<file path="src/rtl/ps2_letter_fifo_if.sv">
// Scan-byte input, letter FIFO handshake and status bundle for ps2_letter_fifo.
// The DUT takes the slave modport; the byte source / letter consumer takes master.
interface ps2_letter_fifo_if #(
   parameter int unsigned DEPTH = 4
);
   logic [7:0]                   scan_code;
   logic                         scan_valid;
   logic [25:0]                  letter;
   logic                         letter_valid;
   logic                         letter_ready;
   logic [$clog2(DEPTH+1)-1:0]   count;
   logic                         overflow;
   logic [7:0]                   last_code;

   modport master (
      output scan_code, scan_valid, letter_ready,
      input  letter, letter_valid, count, overflow, last_code
   );

   modport slave (
      input  scan_code, scan_valid, letter_ready,
      output letter, letter_valid, count, overflow, last_code
   );
endinterface

</file>
<file path="src/rtl/ps2_letter_fifo.sv">
// PS/2 Set-2 letter decoder with F0/E0 prefix tracking and a first-word-fall-through FIFO.
// Optional typematic-repeat suppression (make-emission only) via PS2_REPEAT_FILTER_EN.
module ps2_letter_fifo #(
   parameter int unsigned DEPTH         = 4,
   parameter bit          EMIT_ON_BREAK = 1'b1
) (
   input logic              CLOCK_50,
   input logic              resetn,
   ps2_letter_fifo_if.slave bus
);
   localparam int unsigned PW = $clog2(DEPTH);
   localparam int unsigned CW = $clog2(DEPTH + 1);

   typedef enum logic [1:0] {StIdle, StBrk, StExt, StExtBrk} state_e;

   state_e          state_q, state_d;
   logic [25:0]     code_onehot;
   logic            is_letter;
   logic            push_req, push, pop, full, not_empty;
   logic [25:0]     mem_q [DEPTH];
   logic [PW-1:0]   wr_ptr_q, rd_ptr_q;
   logic [CW-1:0]   count_q;
   logic            overflow_q;
   logic [7:0]      last_code_q;
`ifdef PS2_REPEAT_FILTER_EN
   logic [7:0]      held_q, held_d;
`endif

   always_comb begin
      code_onehot = '0;
      case (bus.scan_code)
         8'h1C: code_onehot[0]  = 1'b1;
         8'h32: code_onehot[1]  = 1'b1;
         8'h21: code_onehot[2]  = 1'b1;
         8'h23: code_onehot[3]  = 1'b1;
         8'h24: code_onehot[4]  = 1'b1;
         8'h2B: code_onehot[5]  = 1'b1;
         8'h34: code_onehot[6]  = 1'b1;
         8'h33: code_onehot[7]  = 1'b1;
         8'h43: code_onehot[8]  = 1'b1;
         8'h3B: code_onehot[9]  = 1'b1;
         8'h42: code_onehot[10] = 1'b1;
         8'h4B: code_onehot[11] = 1'b1;
         8'h3A: code_onehot[12] = 1'b1;
         8'h31: code_onehot[13] = 1'b1;
         8'h44: code_onehot[14] = 1'b1;
         8'h4D: code_onehot[15] = 1'b1;
         8'h15: code_onehot[16] = 1'b1;
         8'h2D: code_onehot[17] = 1'b1;
         8'h1B: code_onehot[18] = 1'b1;
         8'h2C: code_onehot[19] = 1'b1;
         8'h3C: code_onehot[20] = 1'b1;
         8'h2A: code_onehot[21] = 1'b1;
         8'h1D: code_onehot[22] = 1'b1;
         8'h22: code_onehot[23] = 1'b1;
         8'h35: code_onehot[24] = 1'b1;
         8'h1A: code_onehot[25] = 1'b1;
         default: code_onehot = '0;
      endcase
   end

   assign is_letter = |code_onehot;

   // Prefix FSM: state register
   always_ff @(posedge CLOCK_50 or negedge resetn) begin
      if (!resetn) state_q <= StIdle;
      else         state_q <= state_d;
   end

   // Prefix FSM: next state; F0 keeps the extended flag if one is pending
   always_comb begin
      state_d = state_q;
      if (bus.scan_valid) begin
         if (bus.scan_code == 8'hE0) begin
            state_d = StExt;
         end else if (bus.scan_code == 8'hF0) begin
            state_d = (state_q == StExt || state_q == StExtBrk) ? StExtBrk : StBrk;
         end else begin
            state_d = StIdle;
         end
      end
   end

   // Prefix FSM: emission decision
   always_comb begin
      push_req = 1'b0;
`ifdef PS2_REPEAT_FILTER_EN
      held_d   = held_q;
`endif
      if (bus.scan_valid && is_letter) begin
         unique case (state_q)
            StIdle:  push_req = !EMIT_ON_BREAK;
            StBrk:   push_req = EMIT_ON_BREAK;
            default: push_req = 1'b0;
         endcase
`ifdef PS2_REPEAT_FILTER_EN
         if (!EMIT_ON_BREAK) begin
            if (state_q == StIdle) begin
               if (bus.scan_code == held_q) push_req = 1'b0;
               else                         held_d   = bus.scan_code;
            end else if (state_q == StBrk && bus.scan_code == held_q) begin
               held_d = '0;
            end
         end
`endif
      end
   end

`ifdef PS2_REPEAT_FILTER_EN
   // 8'h00 is never a letter, so it doubles as "nothing held"
   always_ff @(posedge CLOCK_50 or negedge resetn) begin
      if (!resetn) held_q <= '0;
      else         held_q <= held_d;
   end
`endif

   assign not_empty = (count_q != '0);
   assign full      = (count_q == CW'(DEPTH));
   assign pop       = not_empty && bus.letter_ready;
   // A simultaneous pop frees the slot, so a full FIFO still accepts
   assign push      = push_req && (!full || pop);

   always_ff @(posedge CLOCK_50) begin
      if (push) mem_q[wr_ptr_q] <= code_onehot;
   end

   always_ff @(posedge CLOCK_50 or negedge resetn) begin
      if (!resetn) begin
         wr_ptr_q    <= '0;
         rd_ptr_q    <= '0;
         count_q     <= '0;
         overflow_q  <= 1'b0;
         last_code_q <= '0;
      end else begin
         if (push) wr_ptr_q <= wr_ptr_q + 1'b1;
         if (pop)  rd_ptr_q <= rd_ptr_q + 1'b1;
         if (push && !pop)      count_q <= count_q + 1'b1;
         else if (pop && !push) count_q <= count_q - 1'b1;
         if (push_req && full && !pop) overflow_q <= 1'b1;
         if (bus.scan_valid) last_code_q <= bus.scan_code;
      end
   end

   assign bus.letter_valid = not_empty;
   assign bus.letter       = not_empty ? mem_q[rd_ptr_q] : '0;
   assign bus.count        = count_q;
   assign bus.overflow     = overflow_q;
   assign bus.last_code    = last_code_q;
endmodule

</file>
<file path="src/flat_wrapper.sv">
// flat-port wrapper written by rule: the top's interface ports become plain ports
module ps2_letter_fifo_flat 
#(
   parameter int unsigned DEPTH         = 4,
   parameter bit          EMIT_ON_BREAK = 1'b1
)
  (CLOCK_50, resetn, bus_scan_code, bus_scan_valid, bus_letter_ready, bus_letter, bus_letter_valid, bus_count, bus_overflow, bus_last_code);
  ps2_letter_fifo_if #(.DEPTH(DEPTH)) bus_i ();
  input logic CLOCK_50;
  input logic resetn;
  input wire logic [$bits(bus_i.scan_code)-1:0] bus_scan_code;
  input wire logic [$bits(bus_i.scan_valid)-1:0] bus_scan_valid;
  input wire logic [$bits(bus_i.letter_ready)-1:0] bus_letter_ready;
  output wire logic [$bits(bus_i.letter)-1:0] bus_letter;
  output wire logic [$bits(bus_i.letter_valid)-1:0] bus_letter_valid;
  output wire logic [$bits(bus_i.count)-1:0] bus_count;
  output wire logic [$bits(bus_i.overflow)-1:0] bus_overflow;
  output wire logic [$bits(bus_i.last_code)-1:0] bus_last_code;
  assign bus_i.scan_code = bus_scan_code;
  assign bus_i.scan_valid = bus_scan_valid;
  assign bus_i.letter_ready = bus_letter_ready;
  assign bus_letter = bus_i.letter;
  assign bus_letter_valid = bus_i.letter_valid;
  assign bus_count = bus_i.count;
  assign bus_overflow = bus_i.overflow;
  assign bus_last_code = bus_i.last_code;
  ps2_letter_fifo #(.DEPTH(DEPTH), .EMIT_ON_BREAK(EMIT_ON_BREAK)) u_core (.CLOCK_50(CLOCK_50), .resetn(resetn), .bus(bus_i));
endmodule
</file>
<file path="config.mk">
export PLATFORM = sky130hd
export DESIGN_NAME = ps2_letter_fifo_flat
export DESIGN_NICKNAME = d
export VERILOG_FILES = /design/src/rtl/ps2_letter_fifo_if.sv /design/src/rtl/ps2_letter_fifo.sv /design/src/flat_wrapper.sv
export SDC_FILE = /design/constraint.sdc
export NUM_CORES = 1
export LEC_CHECK = 0
export BUFFER_PORTS_ARGS = -buffer_cell sky130_fd_sc_hd__buf_2
export CAP_MARGIN = 10
export CORE_MARGIN = 2
export CORE_UTILIZATION = 58
export DETAILED_ROUTE_END_ITERATION = 12
export GPL_TIMING_DRIVEN = 0
export PLACE_DENSITY = 0.76
export RECOVER_POWER = 50
export SETUP_SLACK_MARGIN = 0.05
export SYNTH_ARGS = -nofsm -noshare
export SYNTH_HDL_FRONTEND = slang
export SYNTH_SLANG_ARGS = --single-unit
</file>
<file path="constraint.sdc">
create_clock -name CLOCK_50 -period 2.6 [get_ports CLOCK_50]
set_clock_uncertainty 0.2 [all_clocks]
set_input_delay 0.26 -clock CLOCK_50 [delete_from_list [all_inputs] [get_ports CLOCK_50]]
set_output_delay 0.26 -clock CLOCK_50 [all_outputs]
set_load 0.005 [all_outputs]
</file>
Word level (Yosys, flattened, before mapping). Memories as Yosys holds them, arrays and structs flattened. Index checks and enable logic that the tools add are counted. Widths: inputs -> output; s select.

Input port bits: 12. Memories kept: 1. Flip-flop bits (word level): 18. Output and inout bits: 39. Memory bits (writable): 104.

$add $sub $neg: 4. Muxes and demuxes: 36. Equality and inequality tests: 32. Reduce and logical (&&, ||, !) cells: 15.

Memories: u_core.mem_q (depth 4, bits a word 26, rd ports 1, clocked after memory_dff 0, wr ports 1, RTL line ps2_letter_fifo.sv:20) `logic [25:0] mem_q [DEPTH];`.

Operators by type and width (number): $eq 8x6->1 const B (16); $eq 8x5->1 const B (5); $eq 8x7->1 const B (5); $mux 1 (30); $mux 26 (1); $reduce_or 26->1 (1); $eq 8x8->1 const B (2); $logic_and 1x1->1 (7); $mux 2 (3); $mux 3 (2); $add 2x1->2 const B (2); $eq 2x2->1 const B (2); $add 3x1->3 const B (1); $eq 3x3->1 const B (1); $logic_not 1->1 (3); $reduce_bool 3->1 (1); $sub 3x1->3 const B (1); $eq 2x1->1 const B (1); $logic_or 1x1->1 (2); $reduce_bool 2->1 (1).

Longest topological paths before layout. Gate-level depths: netlist of the first run.

Depth in word-level cells: 10. Mapped depth: 13. Mapped depth without buffers: 11.

Least setup slack after synthesis of the first run. Ideal clock, no wire load.

Kind: input -> register. Start point: in bus_scan_code[1]. End point: reg u_core.count_q[1], in the netlist u_core.bus.count[1]. Slack: -0.468 ns. Data required time: 2.275 ns. Arrival time: 2.743 ns. Stages: 11. Path buffers: 2. Path through: buf_2 or2b_2 nor3_1 or3_1 or4_1 and4b_1 buf_6 ha_1 inv_1 fa_1 mux2_2.

Word-level cells in the longest chain between the ends: 9.

RTL lines: start: declaration (RTL line flat_wrapper.sv:11) `input wire logic [$bits(bus_i.scan_code)-1:0] bus_scan_code;`; $eq 8x6->1 (*) (RTL line ps2_letter_fifo.sv:31) `case (bus.scan_code)`; $mux 1 (*) (RTL line ps2_letter_fifo.sv:31); named net u_core.code_onehot[7] (RTL line ps2_letter_fifo.sv:17) `logic [25:0] code_onehot;`; $reduce_or 26->1 (*) (RTL line ps2_letter_fifo.sv:62) `assign is_letter = |code_onehot;`; $logic_and 1x1->1 (*) (RTL line ps2_letter_fifo.sv:90) `if (bus.scan_valid && is_letter) begin`; $mux 1 (*) (RTL line ps2_letter_fifo.sv:90); $logic_and 1x1->1 (*) (RTL line ps2_letter_fifo.sv:121) `assign push = push_req && (!full || pop);`; named net u_core.push (RTL line ps2_letter_fifo.sv:19) `logic push_req, push, pop, full, not_empty;`; $logic_not 1->1 (RTL line ps2_letter_fifo.sv:138) `else if (pop && !push) count_q <= count_q - 1'b1;`; $logic_and 1x1->1 (RTL line ps2_letter_fifo.sv:138); $reduce_bool 2->1 (no source line); end signal: assignment (RTL line ps2_letter_fifo.sv:137) `if (push && !pop) count_q <= count_q + 1'b1;`; end signal: assignment (RTL line ps2_letter_fifo.sv:138); end: declaration (RTL line ps2_letter_fifo.sv:22) `logic [CW-1:0] count_q;`.

The timed path passes the listed nets; every way through them passes the cells marked *. A chain may end at the register's enable or synchronous reset.

Final worst setup path of the first run.
Start point: in bus_scan_code[1]. End point: reg u_core.state_q[1].

Word-level cells in the longest chain between the ends: 3.

RTL lines: $eq 8x8->1 (RTL line ps2_letter_fifo.sv:76) `end else if (bus.scan_code == 8'hF0) begin`; $mux 2 (RTL line ps2_letter_fifo.sv:76); $mux 2 (*) (RTL line ps2_letter_fifo.sv:74) `if (bus.scan_code == 8'hE0) begin`; end signal: assignment (RTL line ps2_letter_fifo.sv:66) `if (!resetn) state_q <= StIdle;`; end signal: assignment (RTL line ps2_letter_fifo.sv:67) `else state_q <= state_d;`; end: declaration (RTL line ps2_letter_fifo.sv:16) `state_e state_q, state_d;`.

Mark *: on every way between the ends. The rest lies on a longest branch, timed or not.

==> impl_metrics.toml, run 1 <==
[status]
run_status = "complete, but fails checks"
violations = "setup timing"

[synthesis]
synth_fp_nets = 316
ys_types = 42
synth.largest_area_cell = "edfxtp_1"
yosys.area.top_type_share = 0.6101
synth.area.top_cells = "edfxtp_1 (61%), mux4_2 (11%), dfrtp_1 (8.8%), and2_1 (3.7%), mux2_2 (1.8%)"
postSynthCellCount = 298
synth.yosys.warnings = 0
synthesis.area_um2 = 5119
ys_seq_area_frac = 0.6981
mean_area_per_synthesized_cell_um2 = 17.18
synth.ff_latch_count = 122

[power_and_ir_drop]
final_total_power_mw = 5.950
power.static_leakage_nw = 2.555
ir_drop_mv = 0.5224
power-per-cell-area_nw_per_um2 = 909.3

[critical_path]
crit_fanout = 7
critical_path_class = "in2reg"
worst_case_register_to_register_setup_slack_ps = 110
critPathArrivalTime_ps = 2910
timing.critical_path.from_type = "input port"
worst-endpoint-required_ps = 2850
end_kind = "register"

[floorplan]
dieWidth_um = 97.94
floorplan.initialDensity = 0.5927
boundaryPins = 51
dieHeight_um = 97.94
fp.coreArea_um2 = 8636
core.rowCount = 34
die_area_um2 = 9592

[clock_network]
cts_inserted_buffers = 17
tritoncts = "done"
clk_pin_slew_ps = 60
clock_path_buffers = 2
clock-root-buffer = "clkbuf_8"
htree_levels = 4
numClockSinks = 122
worst_skew_pair.late_latency_ps = 510

[route]
topRoutingLayerUsed = "met4"
wl_met1_um = 4398
avgRoutedWirePerCell_um = 21.45
first_pass_iters = 5
drt_iter0_markers = 243
routed-wl-met2_um = 5545
drt-total-wl_um = 11070
routed-wl-met3_um = 749
route.detailed.drc = 0
via_per_inst = 5.981
antenna_violating_nets_post_route = 0
route.vias.total = 3086

[sta]
min_tclk_post_route_ps = 2660
final-setup-viol-count = 2
layout_worst_path_cycle_share = 1.023
rsz0062_at_grt = "true"
worst-slew-pin-transition_ps = 1034
relSlewSlack = 0.3106
fin_hold_ws_ps = 5.579
hold_viol_final = 0
drv_slew = 0
fmaxAchievable_mhz = 375.9
timing.final.ws_setup_ps = -60.00

[global_routing]
first_global_vias = 3224
remaining_global_route_overflow = 0
grt_first_pass_wirelength_um = 17070
grtUsageTotal = 0.2417
grt_max_degree = 27
grt_antenna_before_repair = 0

[place]
place_worst_setup_slack_ps = -773.0
detailed_place.area_um2 = 5545
dp_hpwl_um = 5961
placement.io_buffers = 49
gp_routability_congestion = 0.8069

[finish]
final_area_um2 = 6544
mostFrequentLayoutCells = "edfxtp_1 (104), buf_2 (44), mux4_2 (26), and2_1 (26), nor2_1 (20)"
fin_util = 0.7578
fin_nets = 413
area_delta_synth_final_pct = 27.84
drive_above_1_share = 0.4020
layout.cells.most_common = "edfxtp_1"
count_of_antenna_diodes_in_the_layout = 0
fill_cells = 490

[run]
timing.max_cap.violations = 0

[min_path]
path_class_of_the_lowest_slack_min_delay_path = "in2reg"
[cell type report]
cell class / instances / area (um^2) / share of cell area
plain buffers: 15 / 166.4 / 0.02543
clock buffers: 18 / 417.9 / 0.06386
clock inverters: 14 / 128.9 / 0.01969
inverters: 8 / 30.03 / 0.004589
multi-input cells: 149 / 1525 / 0.2331
flip-flops and latches: 122 / 3576 / 0.5465
well taps: 108 / 135.1 / 0.02065
repair buffers: 82 / 564.3 / 0.08623
[stage by stage]
step	std cells	setup TNS (ps)
after floorplan	298	-18220
after global placement	455	-75930
after detailed placement	455	-81610
after CTS	510	0
after global routing	516	-1158
final	516	-86.96
[power breakdown]
| group | switching [mW] | leakage (nW) | internal (mW) |
|---|---|---|---|
| combinational | 0.630 | 1.01 | 0.919 |
| sequential | 0.0857 | 1.29 | 2.16 |
| clock | 0.812 | 0.257 | 1.34 |
| total | 1.53 | 2.55 | 4.42 |
[Yosys cell counts, drive strengths merged]
| library cell | number |
|---|---|
| or4 | 1 |
| fa | 1 |
| xnor2 | 4 |
| dfrtp | 18 |
| nand2b | 1 |
| nand4bb | 1 |
| mux2 | 9 |
| or3 | 3 |
| mux4 | 26 |
| and2 | 30 |
| buf | 11 |
| nand3 | 3 |
| a21oi | 2 |
| nor2 | 21 |
| nand4 | 1 |
| nand2 | 7 |
| xor2 | 2 |
| nor4 | 3 |
| a211o | 1 |
| or2 | 1 |
| edfxtp | 104 |
| and3 | 1 |
| or4b | 4 |
| o2111ai | 1 |
| and4b | 1 |
| a31oi | 1 |
| a41o | 1 |
| nor4b | 1 |
| clkbuf | 8 |
| inv | 8 |
| nor3 | 6 |
| or2b | 1 |
| o21ai | 4 |
| o22ai | 1 |
| ha | 5 |
| nor2b | 5 |
[worst max-delay path: stages]
cell	delay, ps
buf_12	110
dlygate4sd3_1	640
nor4_1	380
nand4_1	210
dlygate4sd3_1	610
a21oi_1	140
dlygate4sd3_1	560
[layer usage]
metal  vias to the layer above  GRT usage
met4                         0     0.1400
li1                       1337          -
met5                         -          0
met3                        37    0.06442
met2                       161     0.3878
met1                      1551     0.2997
[flip-flops by register name, indices dropped and copies added (netlist names)]
| register | count |
|---|---|
| u_core.bus.last_code | 8 |
| u_core.bus.count | 3 |
| u_core.state_q | 2 |
| u_core.bus.overflow | 1 |
| u_core.rd_ptr_q | 2 |
| u_core.wr_ptr_q | 2 |
| u_core.mem_q | 104 |
[logic make-up (layout without fill, tap and decap cells)]
| family | Yosys count | count (layout) | share of synthesized area |
|---|---|---|---|
| XOR/XNOR | 6 | 6 | 0.01027 |
| buffers and inverters | 27 | 137 | 0.02518 |
| multiplexers | 35 | 35 | 0.1349 |
| adder cells (fa/ha/maj) | 6 | 6 | 0.01613 |
| AO/OA/AOI/OAI | 11 | 11 | 0.01369 |
| flip-flops | 122 | 122 | 0.6981 |
| AND/OR/NAND/NOR | 91 | 91 | 0.1017 |
[repair_timing]
| item | CTS | global route |
|---|---|---|
| pin swaps | 10 | 5 |
| gates cloned | 0 | 0 |
| endpoints found under the hold margin | 39 | 2 |
| setup buffers | 9 | 7 |
| resized for setup | 42 | 22 |
| setup endpoints to repair | 125 | 101 |
| hold buffers | 15 | 2 |
[path summary, 6_finish.rpt]
| kind | startpoint | to | cells after the start |
|---|---|---|---|
| max in group asynchronous | resetn | u_core.bus.count[0]$_DFFE_PN0P_ | 2 |
| setup reg to reg | u_core.bus.count[0]$_DFFE_PN0P_ | u_core.bus.count[1]$_DFFE_PN0P_ | 7 |
| setup / recovery | bus_scan_code[1] | u_core.state_q[1]$_DFFE_PN0P_ | 7 |
| hold reg to reg | u_core.bus.overflow$_DFFE_PN0P_ | u_core.bus.overflow$_DFFE_PN0P_ | 1 |
| hold / removal | bus_scan_code[6] | u_core.mem_q[2][7]$_DFFE_PP_ | 3 |
| min in group asynchronous | resetn | u_core.rd_ptr_q[1]$_DFFE_PN0P_ | 2 |
Note: power is estimated with default switching activity, not from simulation.
==> run 2, diff against run 1 <==
--- a/config.mk
+++ b/config.mk
@@ -7,6 +7,7 @@
 export LEC_CHECK = 0
 export BUFFER_PORTS_ARGS = -buffer_cell sky130_fd_sc_hd__buf_2
 export CAP_MARGIN = 10
+export CORE_ASPECT_RATIO = 0.8
 export CORE_MARGIN = 2
 export CORE_UTILIZATION = 58
 export DETAILED_ROUTE_END_ITERATION = 12
==> impl_metrics.toml, run 2 (same netlist as run 1, synthesis figures left out) <==
[status]
run_status = "complete, but fails checks"
violations = "setup timing"

[place]
place_worst_setup_slack_ps = -754.7
placement.io_buffers = 49
dp_hpwl_um = 6043
gp_routability_congestion = 0.7421
detailed_place.area_um2 = 5550
placed_cells_incl_taps = 459

[finish]
count_of_antenna_diodes_in_the_layout = 0
drive_above_1_share = 0.4010
non_filler_instance_count_after_layout = 516
mostFrequentLayoutCells = "edfxtp_1 (104), buf_2 (45), mux4_2 (26), and2_1 (26), nor2_1 (20)"
area_delta_synth_final_pct = 28.84
fin_nets = 409
final_area_um2 = 6595
largest_register_ffs = 104
regMostFlops = "u_core.mem_q"
fill_cells = 464
layout.cells.most_common = "edfxtp_1"

[power_and_ir_drop]
ir_drop_mv = 0.6146
power-per-cell-area_nw_per_um2 = 967.4
internal-power_mw = 4.818
comb_power_share = 0.239
switching_share = 0.2448
power.clock.fraction = 0.410
power_frac_seq = 0.352
net-switching-power_mw = 1.562
power.static_leakage_nw = 2.587

[floorplan]
core.rowCount = 30
boundaryPins = 51
dieWidth_um = 109.0
dieHeight_um = 88.03
fp.coreArea_um2 = 8521
die_area_um2 = 9597
floorplan.initialDensity = 0.6007

[clock_network]
worst_skew_pair.late_latency_ps = 510
clock_path_buffers = 2
numClockSinks = 122
clock-root-buffer = "clkbuf_8"
htree_levels = 4
clk_pin_slew_ps = 60
cts_inserted_buffers = 17
tritoncts = "done"

[route]
route.vias.total = 3007
route.detailed.drc = 0
drt-total-wl_um = 10590
via_per_inst = 5.828
first_pass_iters = 5
antenna_violating_nets_post_route = 0
avgRoutedWirePerCell_um = 20.53
drt_iter0_markers = 229

[critical_path]
timing.critical_path.from_type = "input port"
cp_common_cell = "buf_6"
critPathArrivalTime_ps = 2820
crit_fanout = 7
worst-endpoint-required_ps = 2800
crit_slowest_cell = "or4_4"
critPathMaxStageDelay_ps = 510
timing.critical_path.cells = "buf_8, or4b_4, buf_6, nor2_4, or3_4, or4_4, and4b_1, buf_6, ha_4, inv_4, fa_2, mux2_4"
end_kind = "register"
critical_path_class = "in2reg"

[run]
timing.max_cap.violations = 0

[sta]
fmaxAchievable_mhz = 381.5
final-setup-viol-count = 1
min_tclk_post_route_ps = 2621
worst-slew-pin-transition_ps = 986.1
fin_hold_ws_ps = 42.29
timing.final.ws_setup_ps = -21.34
hold_viol_final = 0
relSlewSlack = 0.3426
layout_worst_path_cycle_share = 1.008
setup-tns-final_ps = -21.34
rsz0062_at_grt = "true"
drv_slew = 0

[global_routing]
grtUsageTotal = 0.2400
grt_max_degree = 27
grt_antenna_before_repair = 0
first_global_vias = 3051
grt_first_pass_wirelength_um = 16120
remaining_global_route_overflow = 0

[min_path]
path_class_of_the_lowest_slack_min_delay_path = "in2reg"
## run 2: changes by cell type in the layout (fill, tap and decap cells not counted), moves of 2 or more
| cell | before | now |
|---|---|---|
| buf_4 | 18 | 12 |
| bufinv_16 | 2 | 6 |
| clkinv_1 | 4 | 1 |
| buf_6 | 5 | 7 |
| clkinv_2 | 3 | 1 |
| clkinv_4 | 0 | 2 |
## run 2: power groups by stage
stage,combinational (mW),sequential [mW],clock (mW)
finish,1.52,2.24,2.61
floorplan,0.922,2.24,0
detailed placement,1.38,2.24,0
global placement,1.36,2.24,0
CTS,1.45,2.24,2.63
global route,1.67,2.26,2.72
## run 2: metrics by stage
stage | util | total power [mW]
3_5_place_dp | 0.6514 | 3.624
5_1_grt | 0.7740 | 6.645
3_3_place_gp | 0.6514 | 3.601
4_1_cts | 0.7618 | 6.315
2_1_floorplan | - | 3.160
6_report | 0.7740 | 6.380
## run 2: area by class of cell
type / instances / area, um^2 / area share
Timing Repair Buffer: 76 / 513.0 / 0.07778
Multi-Input combinational cell: 149 / 1501 / 0.2277
Tap cell: 112 / 140.1 / 0.02125
Buffer: 17 / 171.4 / 0.02599
Inverter: 8 / 32.53 / 0.004933
Sequential cell: 122 / 3576 / 0.5422
Clock inverter: 15 / 246.5 / 0.03737
Clock buffer: 17 / 414.1 / 0.06280
## run 2: what timing repair did
item                                    4_1_cts  5_1_grt
endpoints found under the setup margin      125      125
hold buffers                                 15        1
resized for setup                            37       19
pin swaps                                     4        9
setup buffers                                 6        5
hold endpoints to repair                     43        1
## run 2: path summary, 6_finish.rpt
| kind | from | end | slack (ps) | cells after the start |
|---|---|---|---|---|
| max | bus_scan_code[6] | u_core.bus.count[1]$_DFFE_PN0P_ | -20 | 12 |
| min | bus_scan_code[1] | u_core.mem_q[2][4]$_DFFE_PP_ | 40 | 3 |
| max reg2reg | u_core.bus.count[0]$_DFFE_PN0P_ | u_core.bus.count[1]$_DFFE_PN0P_ | 180 | 7 |
| min reg2reg | u_core.bus.overflow$_DFFE_PN0P_ | u_core.bus.overflow$_DFFE_PN0P_ | 300 | 1 |
| max in group asynchronous | resetn | u_core.rd_ptr_q[1]$_DFFE_PN0P_ | 1310 | 2 |
| min in group asynchronous | resetn | u_core.wr_ptr_q[1]$_DFFE_PN0P_ | 230 | 2 |
## run 2: metal layers
layer  up-vias  track usage  wire length, um
met3        25      0.06548              793
met1      1504       0.3190             4281
met2       149       0.3738             5231
met5         -            0                0
met4         0       0.1166              285
li1       1329            -                -
## run 2: worst max-delay path, delay by kind of cell
| kind | cells | cell delay, ps |
|---|---|---|
| mux | 1 | 270 |
| fa+ha+maj | 2 | 570 |
| simple gates | 5 | 1300 |
| buf+inv | 4 | 400 |
